**src/rtl/draw_bg_level_if.sv**
```systemverilog
// VGA timing/pixel bundle shared by the draw chain stages.
// Ports: hcount/vcount pixel coordinates, hsync/vsync, hblnk/vblnk, rgb[11:0].
// master drives every field, slave consumes every field.
interface draw_bg_level_if;
  logic [10:0] hcount;
  logic [10:0] vcount;
  logic        hsync;
  logic        vsync;
  logic        hblnk;
  logic        vblnk;
  logic [11:0] rgb;

  modport master (output hcount, vcount, hsync, vsync, hblnk, vblnk, rgb);
  modport slave  (input  hcount, vcount, hsync, vsync, hblnk, vblnk, rgb);
endinterface

```
**src/rtl/draw_bg_level.sv**
```systemverilog
// Per-level banded background with a frame-paced top-to-bottom wipe on level change.
// Latency: 2 cycles vga_in -> vga_out for every field; no backpressure (pixel stream, one pixel per clk).
// Ports: clk, rst (sync, active-high), level_sel/level_valid request, busy/cur_level status,
//   vga_in (slave, rgb unused), vga_out (master, timing delayed 2 cycles plus rgb).
// Optional macro DRAW_BG_LEVEL_BORDER_EN: adds a 1-pixel coloured frame around the active area.
module draw_bg_level #(
  parameter  int HOR_PIX   = 800,   // active pixels per line (800x600 timing)
  parameter  int VER_PIX   = 600,   // active lines per frame
  parameter  int N_LEVELS  = 4,
  parameter  int BAND_H    = 32,
  parameter  int WIPE_STEP = 16,
  localparam int LW        = (N_LEVELS > 1) ? $clog2(N_LEVELS) : 1
) (
  input  logic          clk,
  input  logic          rst,
  input  logic [LW-1:0] level_sel,
  input  logic          level_valid,
  output logic          busy,
  output logic [LW-1:0] cur_level,
  draw_bg_level_if.slave  vga_in,
  draw_bg_level_if.master vga_out
);

  localparam int BAND_SH = $clog2(BAND_H);
  // One extra bit so wipe_line + WIPE_STEP never wraps.
  localparam int WL_W    = $clog2(VER_PIX) + 1;
  // Common compare width for vcount (11 bits) against wipe_line (+1).
  localparam int CW      = ((WL_W > 11) ? WL_W : 11) + 1;

  localparam logic [0:0] ST_IDLE = 1'b0;
  localparam logic [0:0] ST_WIPE = 1'b1;

  logic [0:0]      state;
  logic [LW-1:0]   nxt_level;
  logic [WL_W-1:0] wipe_line;
  logic [WL_W-1:0] wipe_sum;

  // Stage 1 registers
  logic [10:0]   hc1, vc1;
  logic          hs1, vs1, hb1, vb1;
  logic          blank1, odd1, ovr_vld1;
  logic [LW-1:0] lvl1;
  logic [11:0]   ovr_col1;

  // Stage 2 registers (drive vga_out)
  logic [10:0] hc2, vc2;
  logic        hs2, vs2, hb2, vb2;
  logic [11:0] rgb2;

  logic frame_start, accept;

  function automatic logic [11:0] pal(input logic [LW-1:0] l, input logic odd);
    logic [11:0] a;
    a = 12'h468 + 12'(l) * 12'h123;
    return odd ? (a ^ 12'h111) : a;
  endfunction

  assign frame_start = vb1 & ~vb2;
  assign accept      = (state == ST_IDLE) && level_valid &&
                       (32'(level_sel) < N_LEVELS) && (level_sel != cur_level);
  assign wipe_sum    = wipe_line + WL_W'(WIPE_STEP);
  assign busy        = (state == ST_WIPE);

  always_ff @(posedge clk) begin
    if (rst) begin
      state     <= ST_IDLE;
      nxt_level <= '0;
      wipe_line <= '0;
      cur_level <= '0;
    end else begin
      case (state)
        ST_IDLE: begin
          if (accept) begin
            state     <= ST_WIPE;
            nxt_level <= level_sel;
            wipe_line <= '0;
          end
        end
        default: begin
          if (frame_start) begin
            wipe_line <= wipe_sum;
            if (wipe_sum >= WL_W'(VER_PIX)) begin
              state     <= ST_IDLE;
              cur_level <= nxt_level;
            end
          end
        end
      endcase
    end
  end

  // Stage 1 decisions, made against the state seen when the pixel enters.
  logic [CW-1:0] vc_ext, wl_ext;
  logic          in_wipe, sel_nxt, wipe_edge, ovr_vld_c;
  logic [11:0]   ovr_col_c;

  always_comb begin
    vc_ext    = CW'(vga_in.vcount);
    wl_ext    = CW'(wipe_line);
    in_wipe   = (state == ST_WIPE);
    sel_nxt   = in_wipe && (vc_ext < wl_ext);
    wipe_edge = in_wipe && (wipe_line < WL_W'(VER_PIX)) &&
                ((vc_ext == wl_ext) || (vc_ext == wl_ext + CW'(1)));
    ovr_vld_c = 1'b0;
    ovr_col_c = 12'h000;
`ifdef DRAW_BG_LEVEL_BORDER_EN
    if (vga_in.vcount == 11'd0) begin
      ovr_vld_c = 1'b1; ovr_col_c = 12'hFF0;
    end else if (vga_in.vcount == 11'(VER_PIX - 1)) begin
      ovr_vld_c = 1'b1; ovr_col_c = 12'hF00;
    end else if (vga_in.hcount == 11'd0) begin
      ovr_vld_c = 1'b1; ovr_col_c = 12'h0F0;
    end else if (vga_in.hcount == 11'(HOR_PIX - 1)) begin
      ovr_vld_c = 1'b1; ovr_col_c = 12'h00F;
    end else if (wipe_edge) begin
      ovr_vld_c = 1'b1; ovr_col_c = 12'hFFF;
    end
`else
    if (wipe_edge) begin
      ovr_vld_c = 1'b1; ovr_col_c = 12'hFFF;
    end
`endif
  end

  always_ff @(posedge clk) begin
    if (rst) begin
      hc1 <= '0; vc1 <= '0; hs1 <= 1'b0; vs1 <= 1'b0; hb1 <= 1'b0; vb1 <= 1'b0;
      // Blank is reset high so the first pixel out of reset carries rgb 000.
      blank1   <= 1'b1;
      odd1     <= 1'b0;
      lvl1     <= '0;
      ovr_vld1 <= 1'b0;
      ovr_col1 <= 12'h000;
    end else begin
      hc1      <= vga_in.hcount;
      vc1      <= vga_in.vcount;
      hs1      <= vga_in.hsync;
      vs1      <= vga_in.vsync;
      hb1      <= vga_in.hblnk;
      vb1      <= vga_in.vblnk;
      blank1   <= vga_in.hblnk | vga_in.vblnk;
      odd1     <= vga_in.vcount[BAND_SH];
      lvl1     <= sel_nxt ? nxt_level : cur_level;
      ovr_vld1 <= ovr_vld_c;
      ovr_col1 <= ovr_col_c;
    end
  end

  always_ff @(posedge clk) begin
    if (rst) begin
      hc2 <= '0; vc2 <= '0; hs2 <= 1'b0; vs2 <= 1'b0; hb2 <= 1'b0; vb2 <= 1'b0;
      rgb2 <= 12'h000;
    end else begin
      hc2 <= hc1; vc2 <= vc1; hs2 <= hs1; vs2 <= vs1; hb2 <= hb1; vb2 <= vb1;
      if (blank1)        rgb2 <= 12'h000;
      else if (ovr_vld1) rgb2 <= ovr_col1;
      else               rgb2 <= pal(lvl1, odd1);
    end
  end

  assign vga_out.hcount = hc2;
  assign vga_out.vcount = vc2;
  assign vga_out.hsync  = hs2;
  assign vga_out.vsync  = vs2;
  assign vga_out.hblnk  = hb2;
  assign vga_out.vblnk  = vb2;
  assign vga_out.rgb    = rgb2;

endmodule

```
**src/flat_wrapper.sv**
```systemverilog
// flat-port wrapper written by rule: the top's interface ports become plain ports
module draw_bg_level_flat 
#(
  parameter  int HOR_PIX   = 800,                                             
  parameter  int VER_PIX   = 600,                            
  parameter  int N_LEVELS  = 4,
  parameter  int BAND_H    = 32,
  parameter  int WIPE_STEP = 16,
  localparam int LW        = (N_LEVELS > 1) ? $clog2(N_LEVELS) : 1
)
  (clk, rst, level_sel, level_valid, busy, cur_level, vga_in_hcount, vga_in_vcount, vga_in_hsync, vga_in_vsync, vga_in_hblnk, vga_in_vblnk, vga_in_rgb, vga_out_hcount, vga_out_vcount, vga_out_hsync, vga_out_vsync, vga_out_hblnk, vga_out_vblnk, vga_out_rgb);
  draw_bg_level_if vga_in_i ();
  draw_bg_level_if vga_out_i ();
  input  logic clk;
  input  logic rst;
  input  logic [LW-1:0] level_sel;
  input  logic level_valid;
  output logic busy;
  output logic [LW-1:0] cur_level;
  input wire logic [$bits(vga_in_i.hcount)-1:0] vga_in_hcount;
  input wire logic [$bits(vga_in_i.vcount)-1:0] vga_in_vcount;
  input wire logic [$bits(vga_in_i.hsync)-1:0] vga_in_hsync;
  input wire logic [$bits(vga_in_i.vsync)-1:0] vga_in_vsync;
  input wire logic [$bits(vga_in_i.hblnk)-1:0] vga_in_hblnk;
  input wire logic [$bits(vga_in_i.vblnk)-1:0] vga_in_vblnk;
  input wire logic [$bits(vga_in_i.rgb)-1:0] vga_in_rgb;
  output wire logic [$bits(vga_out_i.hcount)-1:0] vga_out_hcount;
  output wire logic [$bits(vga_out_i.vcount)-1:0] vga_out_vcount;
  output wire logic [$bits(vga_out_i.hsync)-1:0] vga_out_hsync;
  output wire logic [$bits(vga_out_i.vsync)-1:0] vga_out_vsync;
  output wire logic [$bits(vga_out_i.hblnk)-1:0] vga_out_hblnk;
  output wire logic [$bits(vga_out_i.vblnk)-1:0] vga_out_vblnk;
  output wire logic [$bits(vga_out_i.rgb)-1:0] vga_out_rgb;
  assign vga_in_i.hcount = vga_in_hcount;
  assign vga_in_i.vcount = vga_in_vcount;
  assign vga_in_i.hsync = vga_in_hsync;
  assign vga_in_i.vsync = vga_in_vsync;
  assign vga_in_i.hblnk = vga_in_hblnk;
  assign vga_in_i.vblnk = vga_in_vblnk;
  assign vga_in_i.rgb = vga_in_rgb;
  assign vga_out_hcount = vga_out_i.hcount;
  assign vga_out_vcount = vga_out_i.vcount;
  assign vga_out_hsync = vga_out_i.hsync;
  assign vga_out_vsync = vga_out_i.vsync;
  assign vga_out_hblnk = vga_out_i.hblnk;
  assign vga_out_vblnk = vga_out_i.vblnk;
  assign vga_out_rgb = vga_out_i.rgb;
  draw_bg_level #(.HOR_PIX(HOR_PIX), .VER_PIX(VER_PIX), .N_LEVELS(N_LEVELS), .BAND_H(BAND_H), .WIPE_STEP(WIPE_STEP)) u_core (.clk(clk), .rst(rst), .level_sel(level_sel), .level_valid(level_valid), .busy(busy), .cur_level(cur_level), .vga_in(vga_in_i), .vga_out(vga_out_i));
endmodule
```
**config.mk**
```make
export PLATFORM = sky130hd
export DESIGN_NAME = draw_bg_level_flat
export DESIGN_NICKNAME = d
export VERILOG_FILES = /design/src/rtl/draw_bg_level_if.sv /design/src/rtl/draw_bg_level.sv /design/src/flat_wrapper.sv
export SDC_FILE = /design/constraint.sdc
export NUM_CORES = 1
export LEC_CHECK = 0
export CELL_PAD_IN_SITES_DETAIL_PLACEMENT = 1
export CELL_PAD_IN_SITES_GLOBAL_PLACEMENT = 1
export CORE_UTILIZATION = 32
export CTS_CLUSTER_DIAMETER = 120
export CTS_CLUSTER_SIZE = 30
export DETAILED_ROUTE_END_ITERATION = 16
export PLACE_DENSITY = 0.87
export SYNTH_ARGS = -nofsm -noshare
export SYNTH_HDL_FRONTEND = slang
export SYNTH_SLANG_ARGS = --single-unit
```
**constraint.sdc**
```tcl
create_clock -name clk -period 1.49 [get_ports clk]
set_input_delay 0.2235 -clock clk [delete_from_list [all_inputs] [get_ports clk]]
set_output_delay 0.2235 -clock clk [all_outputs]
set_load 0.02 [all_outputs]
```
### Word level (Yosys, flattened, before mapping)

Cells that the tools add are included.

* output and inout port bits: 41
* bits in registers: 97
* input port bits: 43

* add/subtract/negate cells: 3
* equal/unequal tests: 4
* reductions and logical operators: 11
* muxes and demuxes: 12
* order comparisons: 3
* multipliers: 1
* bitwise operators: 5

Operators with widths (number)
* $mux 11: 3
* $mux 12: 2
* $add 11x1->12 const B: 1
* $add 11x11->12 const A: 1
* $eq 11x12->1: 1
* $add 11x5->11 const B: 1
* $eq 11x11->1: 1
* $ge 11x10->1 const B: 1
* $lt 11x10->1 const B: 1
* $lt 11x11->1: 1
* $mul 2x9->11 const B: 1
* $mux 9: 1
* $logic_and 1x1->1: 5
* $mux 1: 5
* $reduce_and 2->1: 2
* $not 3->3: 1
* $reduce_and 3->1: 1
* $mux 2: 1
* $ne 2x2->1: 1
* $ne 2x2->1 const B: 1
* $not 1->1: 2
* $reduce_bool 2->1: 1
* $reduce_or 2->1: 1
* $and 1x1->1: 1
* 2 further kinds: 2

### Logic depth before layout (Yosys ltp)

Gate-level depths: netlist of the first run.

* word-level depth: 5
* gate-level depth with buffers: 8
* depth with buffers taken out: 7

### Worst setup path after synthesis of the first run

Ideal clock, no wire load.

* path kind: register -> register
* start point: register u_core.wipe_line[8]
* end point: register u_core.lvl1[0]
* stages on the path, launching flop included: 8
* library setup time: 0.072 ns
* required time: 1.418 ns
* arrival time: 1.521 ns
* slack: -0.102 ns
* cell sequence: dfxtp_1 -> inv_1 -> ha_1 -> a21oi_1 -> nor2b_1 -> o21ai_0 -> o311a_1 -> mux2i_1

* longest elaborated chain between the ends: 3

Ends and longest elaborated chain
* from (decl): RTL line draw_bg_level.sv:35 `logic [WL_W-1:0] wipe_line;`
* from (signal assigned): RTL line draw_bg_level.sv:81 `wipe_line <= wipe_sum;`
* $lt 11x11->1: RTL line draw_bg_level.sv:101 `sel_nxt = in_wipe && (vc_ext < wl_ext);`
* $logic_and 1x1->1: RTL line draw_bg_level.sv:101
* $mux 2: RTL line draw_bg_level.sv:143 `lvl1 <= sel_nxt ? nxt_level : cur_level;`
* to (signal assigned): RTL line draw_bg_level.sv:143
* to (decl): RTL line draw_bg_level.sv:42 `logic [LW-1:0] lvl1;`

No other way between the ends.
A chain may end at the register's enable or synchronous reset.

### Worst setup path after layout of the first run

* start point: register u_core.wipe_line[5]
* end point: register u_core.state (netlist: u_core.busy)

* longest elaborated chain between the ends: 5

Ends and longest elaborated chain
* $add 11x5->11: RTL line draw_bg_level.sv:61 `assign wipe_sum = wipe_line + WL_W'(WIPE_STEP);`
* $ge 11x10->1: RTL line draw_bg_level.sv:82 `if (wipe_sum >= WL_W'(VER_PIX)) begin`
* $mux 1: RTL line draw_bg_level.sv:82
* $mux 1: RTL line draw_bg_level.sv:80 `if (frame_start) begin`
* $mux 1: RTL line draw_bg_level.sv:71 `case (state)`
* to (signal assigned): RTL line draw_bg_level.sv:66 `state <= ST_IDLE;`
* to (signal assigned): RTL line draw_bg_level.sv:74 `state <= ST_WIPE;`
* to (signal assigned): RTL line draw_bg_level.sv:83 `state <= ST_IDLE;`
* to (decl): RTL line draw_bg_level.sv:33 `logic [0:0] state;`

No other way between the ends.

==> results.txt, run 1 <==
Hold Path End = u_core.vga_out.vsync$_SDFF_PP0_
Initial antenna violation count = 0
Cells after DPL = 474
Violated checks = setup timing
Number of CTS-inserted buffers = 9
RePlAce Congestion = 0.832
Core area = 8720 um^2
Synthesized cell area = 2880 um^2
Endpoints failing setup = 5
GRT Util Overall = 15.9%
CTS Sinks = 80
I/O Pins = 84
Maximum clock frequency = 0.617 GHz
Hold buffer count at cts = 0
Port Buf Inserts = 71
Die area = 9380 um^2
Int Pwr = 3.20 mW
Non-filler cells, final = 491
Total number of vias = 2305
H-tree depth = 3
Seq pwr share = 52.5%
Root Driver = clkbuf_8
Routed wire length = 7.41 mm
Final worst path period share = 109%
Vias in the first global route = 2413
PnR worst setup slack = -0.132 ns
Post-synth ARST share = 0%
Reg area = 1610 um^2
Post-Syn Instances = 282
Via density per instance = 4.69
Period minus WS final = 1.62 ns
Arr. time, crit path = 1.88 ns
Syn_area_per_cell = 10.2 um^2
Actual slew at the worst max-slew pin = 0.421 ns
Pre-antenna DRT Iters = 4
Synth area leaders = dfxtp_1 (56%), nor2b_1 (12%), ha_1 (5.2%)
WL per Instance = 15.1 um
Distinct cells, synth = 40
Initial Util = 33.0%
Pin count of the biggest net entering global routing = 28
Max-Cap Viols = 0
Worst EP required = 1.74 ns
Critical path type = flip-flop to flip-flop
Congestion Overflow GR = 0
Most frequent cells after synthesis = dfxtp_1 (80), nor2b_1 (55), a21oi_1 (19), nor2_1 (19), nand2_1 (13)
Crit start category = flip-flop
Final ANT Viol Nets = 0
Die Y = 96.8 um
Post-synthesis sequential area ratio = 55.7%
CTS clk-pin slew, worst paths = 0.09 ns
Layout area overhead = 42.7%
Die width = 96.8 um
Worst ir drop on vdd = 0.000425 V
Area of the multi-input gates = 1280 um^2
FP Rows = 34
Synth Register Bits = 80
Leakage = 1.74 nW
RSZ-0062 raised after global routing = true
Worst r2r src = u_core.wipe_line[5]$_SDFFE_PP0P_
First-pass GRT wire length = 11.8 mm
NetSw = 1.06 mW
CP Capture Type = flip-flop
Worst r2r dst = u_core.busy$_SDFF_PP0_
Final Skew = 0.0112 ns
Clk Latency, worst-skew pair = 0.36 ns
Ys flop type = dfxtp_1
Iter 0 DRT Violations = 41
# diodes = 0
Fin nets = 433
Most common cell in the netlist = dfxtp_1
FILL cells = 995
R2R depth = 6
HP Class = input port to flip-flop
Share of cells above drive strength 1 = 17.8%
DP HPWL = 5.30 mm
Slew headroom = 71.9%
Pwr dens = 1040 nW/um^2
Max-slew violations = 0
Clk pwr share = 38.4%
Critical path peak fanout = 7
Hold Crit Start = rst
CTS tree = built
Sw frac = 24.9%
Worst hold path depth = 2
Status = complete, but fails checks
Post-synth EDFFs = 0
Final Hold Violating Endpoints = 0
Gate power share = 9.1%
Reg2Reg Setup Slack = -0.13 ns
Total negative slack = -0.486 ns
Syn_nets = 337
Leading area contributor after synthesis = dfxtp_1
DRC = 0
Max Buffers Root-to-Sink = 2
YS warnings = 0
Synth top area share = 55.7%
[critical path: stages, from the launching register on]
cell and delay (ns):
dfxtp_4 0.37, ha_4 0.18, a21boi_1 0.20, a311oi_2 0.08
a211oi_2 0.43, o211a_1 0.21, nor3_2 0.04
[how the worst max path moves through the flow]
stage	slack (ns)	start	end
6_report	-0.13	u_core.wipe_line[5]$_SDFFE_PP0P_	u_core.busy$_SDFF_PP0_
5_1_grt	-0.20	u_core.wipe_line[9]$_SDFFE_PP0P_	u_core.lvl1[0]$_SDFF_PP0_
4_1_cts	-0.14	u_core.wipe_line[4]$_SDFFE_PP0P_	u_core.busy$_SDFF_PP0_
3_5_place_dp	-0.43	vga_in_vcount[8]	u_core.lvl1[1]$_SDFF_PP0_
3_3_place_gp	-0.47	vga_in_vcount[8]	u_core.lvl1[1]$_SDFF_PP0_
2_1_floorplan	-0.02	u_core.wipe_line[4]$_SDFFE_PP0P_	u_core.busy$_SDFF_PP0_
[per-stage QoR]
step / power (mW) / hold slack [ns] / utilization, % / setup slack (ns) / cell area, um^2
after floorplan: 2.46 / 0.322 / - / -0.0175 / 2900
after global routing: 4.42 / 0.272 / 47.1 / -0.203 / 4110
after CTS: 4.30 / 0.244 / 46.4 / -0.140 / 4050
final: 4.26 / 0.256 / 47.1 / -0.132 / 4110
after detailed placement: 2.68 / 0.426 / 44.4 / -0.432 / 3870
after global placement: 2.67 / 0.417 / 44.4 / -0.469 / 3870
[layout make-up]
type                            count  area share (%)
Clock buffer                        9            3.02
Clock inverter                      7            1.92
Tap cell                          108            3.29
Sequential cell                    80            39.3
Multi-Input combinational cell    180            31.1
Timing Repair Buffer               95            20.3
Inverter                           12            1.10
[cells in the final DEF (no fill, tap or decap), types with 3 or more instances in the layout]
cell type | Yosys | layout
nor2b_1 | 55 | 54
nand3_1 | 8 | 7
clkbuf_8 | 0 | 9
nor3_1 | 3 | 3
inv_1 | 11 | 10
dlygate4sd2_1 | 0 | 41
ha_1 | 12 | 8
dfxtp_1 | 80 | 75
clkdlybuf4s50_1 | 0 | 29
a31oi_1 | 4 | 4
nor4_2 | 1 | 3
dfxtp_2 | 0 | 3
nand2b_1 | 5 | 5
xnor2_1 | 7 | 7
ha_4 | 0 | 4
buf_4 | 1 | 24
clkinvlp_4 | 0 | 3
a21oi_1 | 19 | 17
nor2_1 | 19 | 18
nand2_1 | 13 | 12
[layer usage]
metal / vias up / wire [um] / GRT usage (%)
li1: 1125 / - / -
met1: 1112 / 2970 / 17.7
met2: 53 / 3920 / 29.0
met3: 15 / 346 / 3.61
met4: 0 / 171 / 6.89
met5: - / 0 / 0
[kinds of logic (layout without fill, tap and decap cells)]
group	count (synthesis)	count (layout)	synth area share (%)
buffers and inverters	22	123	3.00
and+or+nand+nor	115	115	22.5
xor gates and xnor gates	10	10	3.30
muxes	2	2	0.696
DFF	80	80	55.7
AOI/OAI and AO/OA	41	41	9.61
adders and majority gates	12	12	5.22
[power groups by stage]
stage	registers, mW	logic (mW)	clock network [mW]
final	2.24	0.388	1.63
after global routing	2.25	0.421	1.76
after floorplan	2.33	0.136	0
after global placement	2.29	0.381	0
after CTS	2.24	0.379	1.68
after detailed placement	2.29	0.393	0
[timing repair]
action,in CTS,in global routing
resized for setup,46,12
endpoints found under the setup margin,47,12
hold endpoints to repair,0,0
pin swaps,5,5
buffers inserted,1,0
[registers in the layout, summed over array words and instances, names as in the netlist, 7 cells and up]
register and cells:
u_core.wipe_line 7, u_core.vga_out.rgb 12, u_core.vga_out.hcount 11, u_core.vc1 11, u_core.vga_out.vcount 11, u_core.hc1 11
Note: power is estimated with default switching activity, not from simulation.
==> run 2, diff against run 1 <==
--- a/config.mk
+++ b/config.mk
@@ -11,7 +11,7 @@
 export CTS_CLUSTER_DIAMETER = 120
 export CTS_CLUSTER_SIZE = 30
 export DETAILED_ROUTE_END_ITERATION = 16
-export PLACE_DENSITY = 0.87
+export PLACE_DENSITY_LB_ADDON = 0.1
 export SYNTH_ARGS = -nofsm -noshare
 export SYNTH_HDL_FRONTEND = slang
 export SYNTH_SLANG_ARGS = --single-unit
==> results.txt, run 2 (same netlist as run 1, synthesis figures left out) <==
Root Driver = clkbuf_8
Max-slew violations = 0 (unchanged)
CTS clk-pin slew, worst paths = 0.09 ns (about the same)
Maximum clock frequency = 0.614 GHz (-0.50%)
HP Class = input port to flip-flop
CP Capture Type = flip-flop
Layout area overhead = 45.0%
Most frequent cells in the layout = dfxtp_1 (74), nor2b_1 (54), dlygate4sd2_1 (41), clkdlybuf4s50_1 (29), buf_4 (27)
Cells along the critical path = ha_4 > a21o_1 > a221oi_2 > a211oi_2 > o211a_1 > nor3_2
Vias in the first global route = 2372 (-1.7%)
FP Rows = 34 (unchanged)
Status = complete, but fails checks
Number of CTS-inserted buffers = 9 (unchanged)
Pin count of the biggest net entering global routing = 34 (+21%)
Iter 0 DRT Violations = 61 (+49%)
Die Y = 96.8 um (unchanged)
Crit-path max cell delay = 0.37 ns (-0.06 ns)
Total number of vias = 2246 (-2.6%)
Worst EP required = 1.77 ns (+0.03 ns)
Die width = 96.8 um (unchanged)
Crit start category = flip-flop
Final Hold Violating Endpoints = 0 (unchanged)
Via density per instance = 4.55 (-3.2%)
Reg2Reg Setup Slack = -0.14 ns (about the same)
Pre-antenna DRT Iters = 4 (unchanged)
Worst ir drop on vdd = 0.000547 V (+29%)
Period minus WS final = 1.63 ns (+0.00809 ns)
Final Skew = 0.00697 ns (-0.00423 ns)
Core area = 8720 um^2 (unchanged)
DP Worst Slack = -0.435 ns (-0.00243 ns)
Total negative slack = -0.435 ns (+0.0509 ns)
First-pass GRT wire length = 11.5 mm (-2.6%)
DP HPWL = 4.82 mm (-9.0%)
Violated checks = setup timing
Final worst path period share = 109% (+0.54 points)
Port Buf Inserts = 71 (unchanged)
Endpoints failing setup = 5 (unchanged)
WL per Instance = 13.6 um (-10%)
FILL cells = 1008 (+1.3%)
Congestion Overflow GR = 0 (unchanged)
Arr. time, crit path = 1.91 ns (+0.03 ns)
H-tree depth = 3 (unchanged)
Non-filler cells, final = 494 (+0.61%)
Commonest non-fill, non-tap cell in the layout = dfxtp_1
Initial antenna violation count = 0 (unchanged)
RePlAce Congestion = 0.796 (-4.3%)
PnR worst setup slack = -0.140 ns (-0.00809 ns)
CTS Sinks = 80 (unchanged)
Final non-filler cell area = 4170 um^2 (+1.6%)
# diodes = 0 (unchanged)
Initial Util = 33.0% (unchanged)
RSZ-0062 raised after global routing = true
Die area = 9380 um^2 (unchanged)
Max Buffers Root-to-Sink = 2 (unchanged)
Routed wire length = 6.70 mm (-9.6%)
Leakage = 1.77 nW (+1.5%)
DRC = 0 (unchanged)
GRT Util Overall = 15.6% (-0.34 points)
Final ANT Viol Nets = 0 (unchanged)
I/O Pins = 84 (unchanged)
CTS tree = built
Max reg flops = 12 (unchanged)
Fin nets = 436 (+0.69%)
Clk Latency, worst-skew pair = 0.35 ns (about the same)
Cells after DPL = 477 (+0.63%)
Final Util = 47.8% (+0.75 points)
Post-DP Area = 3900 um^2 (+0.58%)
Critical path peak fanout = 5 (-2)
Critical path type = flip-flop to flip-flop
Actual slew at the worst max-slew pin = 0.361 ns (-0.0605 ns)
Hold buffer count at cts = 0 (unchanged)
Share of cells above drive strength 1 = 19.4% (+1.7 points)
Slew headroom = 75.9% (+4.0 points)
Max-Cap Viols = 0 (unchanged)
Crit-path slowest cell = dfxtp_4
Pwr dens = 1030 nW/um^2 (-0.35%)
## run 2: final timing paths
path,startpoint,to,cells past startpoint
max reg2reg,u_core.wipe_line[4]$_SDFFE_PP0P_,u_core.busy$_SDFF_PP0_,6
min reg2reg,u_core.vc1[8]$_SDFF_PP0_,u_core.vga_out.vcount[8]$_SDFF_PP0_,1
max,u_core.wipe_line[4]$_SDFFE_PP0P_,u_core.busy$_SDFF_PP0_,6
min,rst,u_core.wipe_line[4]$_SDFFE_PP0P_,2
## run 2: power by group
| part | internal (mW) | switching [mW] |
|---|---|---|
| combinational | 0.203 | 0.183 |
| clock | 0.809 | 0.883 |
| sequential | 2.21 | 0.0250 |
## run 2: layout make-up
| type | instances | area [um^2] | area share, % |
|---|---|---|---|
| clock buffer | 9 | 124 | 2.97 |
| clock inverter | 7 | 88.8 | 2.13 |
| sequential | 80 | 1620 | 38.7 |
| timing repair buffer | 98 | 857 | 20.5 |
| inverter | 12 | 47.5 | 1.14 |
| multi-input combinational | 180 | 1300 | 31.2 |
| tap | 108 | 135 | 3.24 |
## run 2: through the flow
step / power, mW / hold WS (ns)
floorplan: 2.46 / 0.322
global placement: 2.68 / 0.416
detailed placement: 2.69 / 0.424
CTS: 4.38 / 0.235
global route: 4.52 / 0.258
finish: 4.31 / 0.242
## run 2: critical path, delay by kind of cell (launching register included)
family,cells,cell delay (ns)
compound gates,4,0.82
fa+ha+maj,1,0.24
flops,1,0.37
simple gates,1,0.13
## run 2: timing repair
| item | CTS | global route |
|---|---|---|
| pin swaps | 7 | 2 |
| endpoints found under the setup margin | 47 | 11 |
| setup buffers | 1 | 0 |
| resized for setup | 54 | 12 |
## run 2: routing by layer
metal | track usage (%) | part of all wire (%) | vias up
met2 | 26.8 | 49 | 48
met5 | 0 | 0 | -
met1 | 18.3 | 45 | 1054
li1 | - | - | 1133
met4 | 7.81 | 2.0 | 0
met3 | 3.32 | 3.4 | 11
==> run 3, diff against run 2 <==
--- a/config.mk
+++ b/config.mk
@@ -7,11 +7,13 @@
 export LEC_CHECK = 0
 export CELL_PAD_IN_SITES_DETAIL_PLACEMENT = 1
 export CELL_PAD_IN_SITES_GLOBAL_PLACEMENT = 1
+export CORE_MARGIN = 5
 export CORE_UTILIZATION = 32
 export CTS_CLUSTER_DIAMETER = 120
 export CTS_CLUSTER_SIZE = 30
 export DETAILED_ROUTE_END_ITERATION = 16
 export PLACE_DENSITY_LB_ADDON = 0.1
+export SLEW_MARGIN = 20
 export SYNTH_ARGS = -nofsm -noshare
 export SYNTH_HDL_FRONTEND = slang
 export SYNTH_SLANG_ARGS = --single-unit
==> results.txt, run 3 (same netlist as run 1, synthesis figures left out) <==
H-tree depth = 3 (unchanged)
Vias in the first global route = 2403 (+1.3%)
CP Capture Type = flip-flop
Pin count of the biggest net entering global routing = 54 (+59%)
Cells along the critical path = ha_4 > and3b_1 > a221oi_2 > a211oi_2 > o211a_1 > nor3_2
Congestion Overflow GR = 0 (unchanged)
Commonest non-fill, non-tap cell in the layout = dfxtp_1
Period minus WS final = 1.60 ns (-0.0328 ns)
PnR worst setup slack = -0.107 ns (+0.0328 ns)
Design Power = 4.09 mW (-5.1%)
Arr. time, crit path = 1.84 ns (-0.07 ns)
Number of CTS-inserted buffers = 9 (unchanged)
Endpoints failing setup = 5 (unchanged)
Die width = 105 um (+8.3%)
WL per Instance = 14.4 um (+5.9%)
Max-Cap Viols = 0 (unchanged)
Initial Util = 32.8% (-0.16 points)
Violated checks = setup timing
DP HPWL = 5.18 mm (+7.3%)
CP delay by family, top = compound AO/OA/AOI/OAI gates
DRC = 0 (unchanged)
Die area = 11000 um^2 (+17%)
Max-slew violations = 0 (unchanged)
Max Buffers Root-to-Sink = 2 (unchanged)
Routed wire length = 7.11 mm (+6.1%)
Clk Latency, worst-skew pair = 0.34 ns (about the same)
Crit-path slowest cell = a211oi_2
Maximum clock frequency = 0.626 GHz (+2.1%)
Most frequent cells in the layout = dfxtp_1 (73), nor2b_1 (54), dlygate4sd2_1 (37), clkdlybuf4s50_1 (29), buf_4 (25)
Pre-antenna DRT Iters = 4 (unchanged)
Final non-filler cell area = 4190 um^2 (+0.39%)
Crit start category = flip-flop
Worst ir drop on vdd = 0.000543 V (-0.74%)
# diodes = 0 (unchanged)
Critical path type = flip-flop to flip-flop
GRT Util Overall = 13.1% (-2.5 points)
Final Hold Violating Endpoints = 0 (unchanged)
CTS tree = built
Worst EP required = 1.73 ns (-0.04 ns)
RePlAce Congestion = 0.775 (-2.7%)
FP Rows = 34 (unchanged)
Layout area overhead = 45.6%
CP bufs+invs = 0 (unchanged)
Core area = 8760 um^2 (+0.49%)
Leakage = 1.81 nW (+2.3%)
I/O Pins = 84 (unchanged)
First-pass GRT wire length = 11.6 mm (+0.18%)
Port Buf Inserts = 71 (unchanged)
Actual slew at the worst max-slew pin = 0.387 ns (+0.0260 ns)
Die Y = 105 um (+8.3%)
Area of the multi-input gates = 1310 um^2 (+0.58%)
Root Driver = clkbuf_8
Initial antenna violation count = 0 (unchanged)
Share of cells above drive strength 1 = 20.7% (+1.2 points)
Max reg flops = 12 (unchanged)
Reg area = 1620 um^2 (about the same)
Crit-path max cell delay = 0.40 ns (+0.03 ns)
FILL cells = 1012 (+0.40%)
Final Skew = 0.00858 ns (+0.00162 ns)
CTS clk-pin slew, worst paths = 0.09 ns (about the same)
Fin Hold WS = 0.194 ns (-0.0480 ns)
Via density per instance = 4.60 (+1.2%)
Final worst path period share = 107% (-2.2 points)
Total number of vias = 2278 (+1.4%)
RSZ-0062 raised after global routing = true
Slew headroom = 74.2% (-1.7 points)
HP Class = input port to flip-flop
Final ANT Viol Nets = 0 (unchanged)
Post-DP Area = 3900 um^2 (+0.13%)
Pwr dens = 977 nW/um^2 (-5.5%)
Fin nets = 437 (+0.23%)
Iter 0 DRT Violations = 73 (+20%)
Status = complete, but fails checks
Critical path peak fanout = 5 (unchanged)
CTS Sinks = 80 (unchanged)
## run 3: cell count changes in the layout (fill, tap and decap cells not counted), moves of 2 or more
cell            delta
a21oi_2            +2
buf_6              +2
nand3_2            +2
dlymetal6s2s_1     +4
dlygate4sd2_1      -4
a21oi_1            -2
clkinvlp_4         +2
buf_4              -2
## run 3: report_power, final
| group | total [mW] | switching, mW | internal, mW | leakage [nW] |
|---|---|---|---|---|
| logic | 0.396 | 0.188 | 0.207 | 1.07 |
| clock network | 1.46 | 0.844 | 0.616 | 0.0822 |
| registers | 2.24 | 0.0264 | 2.21 | 0.661 |
| total | 4.09 | 1.06 | 3.03 | 1.81 |
## run 3: path summary, 6_finish.rpt
check | startpoint | to | slack, ns | depth (start not counted)
min | rst | u_core.nxt_level[1]$_SDFFE_PP0P_ | 0.19 | 2
max reg2reg | u_core.wipe_line[5]$_SDFFE_PP0P_ | u_core.busy$_SDFF_PP0_ | -0.11 | 6
max | u_core.wipe_line[5]$_SDFFE_PP0P_ | u_core.busy$_SDFF_PP0_ | -0.11 | 6
min reg2reg | u_core.hc1[7]$_SDFF_PP0_ | u_core.vga_out.hcount[7]$_SDFF_PP0_ | 0.44 | 1
## run 3: metrics by stage
stage	instances	setup TNS (ns)	util [%]	setup WS, ns
global placement	476	-3.07	44.5	-0.364
finish	495	-0.355	47.8	-0.107
CTS	495	-0.376	47.0	-0.125
global route	495	-0.805	47.8	-0.195
detailed placement	476	-3.50	44.5	-0.426
floorplan	282	-0.0175	-	-0.0175
## run 3: repair_timing
item	in CTS	in global routing
pin swaps	12	8
endpoints found under the setup margin	43	15
gates resized for setup	55	16
hold buffers	0	0
buffers inserted	4	1
## run 3: cell type report
type                    count  area share [%]
multi-input cells         180            31.3
repair buffers             99            21.5
inverters                  12            1.14
flip-flops and latches     80            38.6
well taps                 108            3.23
clock inverters             7            1.28
clock buffers               9            2.96
## run 3: per-layer routing
layer  GRT usage (%)  share of wire, %  vias up
li1                -                 -     1133
met1            15.6                45     1078
met2            21.8                48       57
met3            3.95               4.9       10
met4            5.48               1.8        0
met5               0                 0        -
